==> src/rtl/serial_adder_pkg.sv <==
// Shared types and constants for the bit-serial adder controller.
package serial_adder_pkg;

  localparam int DEFAULT_WIDTH = 8;

  typedef enum logic [1:0] {
    IDLE = 2'd0,
    ADD  = 2'd1,
    DONE = 2'd2
  } state_t;

endpackage

==> src/rtl/serial_adder_full_adder.sv <==
// One-bit combinational full adder; the only arithmetic in the serial adder.
module full_adder (
  input  logic a,
  input  logic b,
  input  logic cin,
  output logic s,
  output logic cout
);

  assign s    = a ^ b ^ cin;
  assign cout = (a & b) | (cin & (a ^ b));

endmodule

==> src/rtl/serial_adder_ctrl.sv <==
// Bit-serial adder: computes a+b+cin LSB first over WIDTH cycles with one full adder.
module serial_adder_ctrl
  import serial_adder_pkg::*;
#(
  parameter int WIDTH = DEFAULT_WIDTH
) (
  input  logic             clk,
  input  logic             rst_n,
  input  logic             start,
  input  logic [WIDTH-1:0] a,
  input  logic [WIDTH-1:0] b,
  input  logic             cin,
  output logic             busy,
  output logic             done,
  output logic [WIDTH-1:0] sum,
  output logic             cout
);

  localparam int CNT_W = $clog2(WIDTH + 1);
  localparam logic [CNT_W-1:0] LAST_BIT = CNT_W'(WIDTH - 1);

  state_t           state, state_nxt;
  logic [WIDTH-1:0] a_sh, b_sh, sum_sh;
  logic             carry, cout_r;
  logic [CNT_W-1:0] cnt;
  logic             fa_s, fa_c;
  logic             accept, last_bit;

  // Operands are only taken when no addition is in flight (IDLE or DONE).
  assign accept   = start && (state == IDLE || state == DONE);
  assign last_bit = (cnt == LAST_BIT);

  full_adder u_fa (
    .a    (a_sh[0]),
    .b    (b_sh[0]),
    .cin  (carry),
    .s    (fa_s),
    .cout (fa_c)
  );

  always_ff @(posedge clk or negedge rst_n) begin
    if (!rst_n) state <= IDLE;
    else        state <= state_nxt;
  end

  always_comb begin
    state_nxt = state;
    unique case (state)
      IDLE:    state_nxt = start ? ADD : IDLE;
      ADD:     state_nxt = last_bit ? DONE : ADD;
      DONE:    state_nxt = start ? ADD : IDLE;
      default: state_nxt = IDLE;
    endcase
  end

  always_comb begin
    busy = (state == ADD);
    done = (state == DONE);
  end

  // cout has its own flop so a new accept (which reloads carry) leaves the old result intact.
  always_ff @(posedge clk or negedge rst_n) begin
    if (!rst_n) begin
      a_sh   <= '0;
      b_sh   <= '0;
      sum_sh <= '0;
      carry  <= 1'b0;
      cout_r <= 1'b0;
      cnt    <= '0;
    end else if (accept) begin
      a_sh  <= a;
      b_sh  <= b;
      carry <= cin;
      cnt   <= '0;
    end else if (state == ADD) begin
      sum_sh <= {fa_s, sum_sh[WIDTH-1:1]};
      a_sh   <= a_sh >> 1;
      b_sh   <= b_sh >> 1;
      carry  <= fa_c;
      cnt    <= cnt + CNT_W'(1);
      if (last_bit) cout_r <= fa_c;
    end
  end

  assign sum  = sum_sh;
  assign cout = cout_r;

endmodule

==> config.mk <==
export PLATFORM = sky130hd
export DESIGN_NAME = serial_adder_ctrl
export DESIGN_NICKNAME = d
export VERILOG_FILES = /design/src/rtl/serial_adder_pkg.sv /design/src/rtl/serial_adder_full_adder.sv /design/src/rtl/serial_adder_ctrl.sv
export SDC_FILE = /design/constraint.sdc
export NUM_CORES = 1
export LEC_CHECK = 0
export ABC_CLOCK_PERIOD_IN_PS = 1140
export CAP_MARGIN = 5
export CORE_MARGIN = 3
export CORE_UTILIZATION = 40
export CTS_BUF_LIST = sky130_fd_sc_hd__clkbuf_4 sky130_fd_sc_hd__clkbuf_8
export DETAILED_ROUTE_END_ITERATION = 6
export GPL_ROUTABILITY_DRIVEN = 0
export GPL_TIMING_DRIVEN = 0
export MAX_ROUTING_LAYER = met4
export PLACE_DENSITY = 0.7
export SLEW_MARGIN = 5
export SYNTH_ARGS = -nofsm -noshare
export SYNTH_HDL_FRONTEND = slang
export SYNTH_SLANG_ARGS = --single-unit
export TNS_END_PERCENT = 20
==> constraint.sdc <==
create_clock -name clk -period 1.14 [get_ports clk]
set_input_delay 0.171 -clock clk [delete_from_list [all_inputs] [get_ports clk]]
set_output_delay 0.171 -clock clk [all_outputs]
set_load 0.05 [all_outputs]
# ---- After elaboration in Yosys (flattened, before gate mapping)
# Index checks and enable logic that the tools add are counted.
dict set report totals {
  regBits 32
  output_inout_bits 11
  wordCells 35
}
dict set report classes {
  addsub 1
  n_eq_ne 3
  muxes 11
  bitwise 6
  reduce_logical 7
}
# operator count
set ops {}
lappend ops {{$mux 8} 4}
lappend ops {{$mux 4} 2}
lappend ops {{$add 4x1->4 const B} 1}
lappend ops {{$eq 4x3->1 const B} 1}
lappend ops {{$pmux 2 s2} 1}
lappend ops {{$mux 1} 3}
lappend ops {{$reduce_and 3->1} 1}
lappend ops {{$and 1x1->1} 2}
lappend ops {{$eq 2x1->1 const B} 1}
lappend ops {{$eq 2x2->1 const B} 1}
lappend ops {{$logic_not 2->1} 1}
lappend ops {{$mux 2} 1}
lappend ops {{$reduce_and 2->1} 1}
lappend ops {{$reduce_bool 2->1} 1}
lappend ops {{$reduce_or 2->1} 1}
lappend ops {{$xor 1x1->1} 2}
lappend ops {{$logic_and 1x1->1} 1}
lappend ops {{$logic_or 1x1->1} 1}
lappend ops {{$not 1->1} 1}
lappend ops {{$or 1x1->1} 1}

# ---- Longest topological paths before layout
dict set report logic_depth {
  ltp_word 5
  ltp_mapped 6
  depth_no_buf 4
}

# ---- Modules after synthesis
# Synthesis repeated with hierarchy kept, for this count alone.
dict set report unflattened {
  hier_cells 153
  area_unflattened_um2 1435.1
}
# module n_inst cells_per_inst area_per_inst_um2
set by_module_without_submodules {}
lappend by_module_without_submodules {serial_adder_ctrl 1 152 1415.1}
lappend by_module_without_submodules {full_adder 1 1 20.0}

# ---- Worst setup path before layout
# No wires, ideal clock.
dict set report synth_path {
  path_type {reg2out}
  startpoint {register state[0]}
  endpoint {output done}
  arrival_ns 1.082
  required_time_ns 0.969
  path_slack_ns -0.113
  path_stages_with_launch 2
  path_cell_list {dfrtp_1 nor2b_1}
}
dict set report synth_between {
  elab_chain_len 1
}
# item line_no
set synth_lines {}
lappend synth_lines {{from (decl)} serial_adder_ctrl.sv:22} ;# state_t state, state_nxt;
lappend synth_lines {{from (signal assigned)} serial_adder_ctrl.sv:43} ;# else state <= state_nxt;
lappend synth_lines {{$eq 2x2->1} serial_adder_ctrl.sv:58} ;# done = (state == DONE);
lappend synth_lines {{to (decl)} serial_adder_ctrl.sv:14} ;# output logic done,
# No other way between the ends.

# ---- Worst setup path in the final report
dict set report layout_path {
  startpoint {register state[0]}
  endpoint {output busy}
}
dict set report layout_between {
  elab_chain_len 1
}
# item line_no
set layout_lines {}
lappend layout_lines {{$eq 2x1->1} serial_adder_ctrl.sv:57} ;# busy = (state == ADD);
lappend layout_lines {{to (decl)} serial_adder_ctrl.sv:13} ;# output logic busy,
# No other way between the ends.

==> flow_summary.ini <==
[placed_design]
place_area_um2 = 1787
dp_hpwl_um = 2103
dp.cells = 225
portBuffers = 30

[setup_path]
crit_path_start = state[0]$_DFF_PN0_
critPathMaxFanout = 4
cp-start-kind = flop
r2r_end = cout$_DFFE_PN0P_
cpMostUsedCell = buf_8
r2r_start = cnt[0]$_DFFE_PN0P_
cp_num_buf_inv = 3
critPathSlowestCell = dfrtp_2
rr_worst_depth = 4
timing_worst_setup_path_type = flop to output port
critPathMaxStageDelay_ps = 450
endpoint_kind = output port
worstPathRequired_ps = 970
critPathTopFamily = flip-flops
setup.worst_path.end = busy
critical_path_depth = 4
r2r_slack_ps = -160
worstPathArrival_ps = 1190
path_cells = nand2b_4 -> inv_6 -> buf_8 -> buf_8

[route]
drtAntennaViolNets = 0
drtPass1Iterations = 4
wl_per_cell_um = 13.69
totalWireLength_um = 3271
drc = 0
drt_iter0_drc = 85
drt-vias-per-instance = 5.004
vias = 1196

[global_routing]
grtUsageTotal_pct = 16.58
use_met1_pct = 19.80
grt_max_degree = 33
antenna_found_initial = 0
grt_pass1_vias = 1115
met2_usage_pct = 26.28
grt_first_pass_wirelength_um = 5161
grt_use_met3_pct = 4.103
busiest_layer = met2
overflow = 0

[power]
p_leak_nw = 0.9337
pwr_density_cell_nw_per_um2 = 3057
vdd_drop_max_v = 0.001136

[logic_synthesis]
syn_inst = 149
synthTopCellsByArea = dfrtp_1, nand2_1, a31oi_1
yosys-top-cells-count = nand2_1, dfrtp_1, nor2_1
netlist_area_um2 = 1428
async_flop_share_pct = 100.0
synth_seq_cells = 32
synth.avg_cell_area_um2 = 9.581
synth_enable_flop_cells = 0
synth_warnings = 0
synth_ff_type = dfrtp_1
ys_types = 24
yosysTopAreaCellShare_pct = 56.09
synth.most_common_cell = nand2_1
seq_area_frac_synth_pct = 56.09
synth_fp_nets = 171
synth_top_area_cell = dfrtp_1

[worst_hold_path]
holdCritPathClass = input port to flop

[sta]
setup_violations = 22
period_needed_ps = 1357
slew_viol_final = 0
maxSlewHeadroom_pct = 52.56
skew_ps = 5.358
period_share_pct = 119.0
hold_viol = 0
fin_ws_ps = -216.6
rsz0062_at_grt = true
tightest_slew_ps = 711.6
max_freq_mhz = 737.1

[clocking]
cts_buffers = 5
cts_tree = yes
clk_latency_ps = 330
htreeDepth = 2
clockBufferDepth = 2
ctsRootBufferMaster = clkbuf_4
clkTransAtPathRegs_ps = 90
clock_sinks = 32

[layout]
regArea_um2 = 802.0
design_area_um2 = 1993
nNetsFinal = 215
diodes = 0
fin_cells = 239
areaGrowthSynthToFinish_pct = 39.61
drive_above_1_share_pct = 26.94
multi_input_area_um2 = 610.6
fillerInstances = 306

[outcome]
status = finished, violations left
violations = setup timing

[floorplan]
ioPinCount = 31
rows = 21
die_w_um = 65.74
core_region_area_um2 = 3390
start_util_pct = 42.12
die_area_um2 = 4322
fp.dieH_um = 65.74

[flow_run]
max_cap_violations = 0
per-layer routing:
metal / wire (um) / part of all wire (%) / vias to the layer above
li1: - / - / 575
met1: 1377 / 42 / 572
met2: 1647 / 50 / 43
met3: 188 / 5.7 / 6
met4: 58 / 1.8 / 0
met5: 0 / 0 / -
sequential cells by signal (all words and copies together) (netlist names):
name	count
carry	1
sum	8
cout	1
b_sh	8
state	2
cnt	4
a_sh	8
power by group:
part	switching [mW]	leakage (nW)	internal, mW	total (mW)
combinational	1.87	0.499	1.45	3.32
clock	0.373	0.0374	0.349	0.722
sequential	0.386	0.397	1.67	2.06
metrics by stage:
stage / TNS [ps] / setup WS [ps] / hold slack (ps) / total power [mW] / util (%)
4_1_cts: -3378 / -291.5 / 382.3 / 5.924 / 57.07
5_1_grt: -2968 / -258.4 / 402.6 / 6.525 / 58.80
3_5_place_dp: -8577 / -813.5 / 264.0 / 4.879 / 52.71
6_report: -1554 / -216.6 / 400.5 / 6.093 / 58.80
3_3_place_gp: -29900 / -789.9 / 459.5 / 4.772 / 52.86
2_1_floorplan: -811.4 / -80.98 / -124.6 / 4.052 / -
cell families after synthesis:
kind of cell / after synthesis / share of synthesized area, %
muxes: 4 / 4.119
and+or+nand+nor: 80 / 23.05
adders and majority gates: 2 / 2.279
buffers and inverters: 11 / 5.083
xor gates and xnor gates: 1 / 0.6136
AOI/OAI and AO/OA: 19 / 8.764
DFF: 32 / 56.09
area by class of cell:
| type | instances | area share (%) |
|---|---|---|
| Timing Repair Buffer | 38 | 17.89 |
| Multi-Input combinational cell | 106 | 30.63 |
| Buffer | 9 | 4.645 |
| Tap cell | 46 | 2.888 |
| Inverter | 1 | 0.4394 |
| Clock buffer | 7 | 3.264 |
| Sequential cell | 32 | 40.24 |
how the worst min path moves through the flow:
stage | startpoint | endpoint | slack [ps] | cells past startpoint
2_1_floorplan | rst_n | a_sh[0]$_DFFE_PN0P_ | -120 | 0
3_3_place_gp | sum[0]$_DFFE_PN0P_ | sum[0]$_DFFE_PN0P_ | 460 | 2
3_5_place_dp | rst_n | sum[1]$_DFFE_PN0P_ | 260 | 1
4_1_cts | a[7] | a_sh[7]$_DFFE_PN0P_ | 380 | 3
5_1_grt | b[6] | b_sh[6]$_DFFE_PN0P_ | 400 | 3
6_report | a[7] | a_sh[7]$_DFFE_PN0P_ | 400 | 3
layout by cell type, fill, tap and decap left out, types with 2 or more instances in the layout:
master            n
buf_8             3
buf_2             2
a22o_1            2
a22oi_2           3
nor2_1           13
nand3_1           3
dfrtp_1          31
buf_4            12
nand2_1          57
buf_6             9
clkdlybuf4s50_1  18
mux2_4            2
clkbuf_8          2
clkbuf_4          6
a31oi_1          12
tightest hold or removal path, cell delays in order:
cell	delay (ps)
clkdlybuf4s50_1	400
nand2_1	80
a21oi_2	50
what timing repair did:
action                                 4_1_cts  5_1_grt
setup endpoints to repair                   41       37
resized for setup                           82       21
pin swaps                                    1        2
buffers inserted                             4        3
endpoints found under the hold margin       32        0
hold buffers                                 1        0
(Power assumes the default switching activity.)
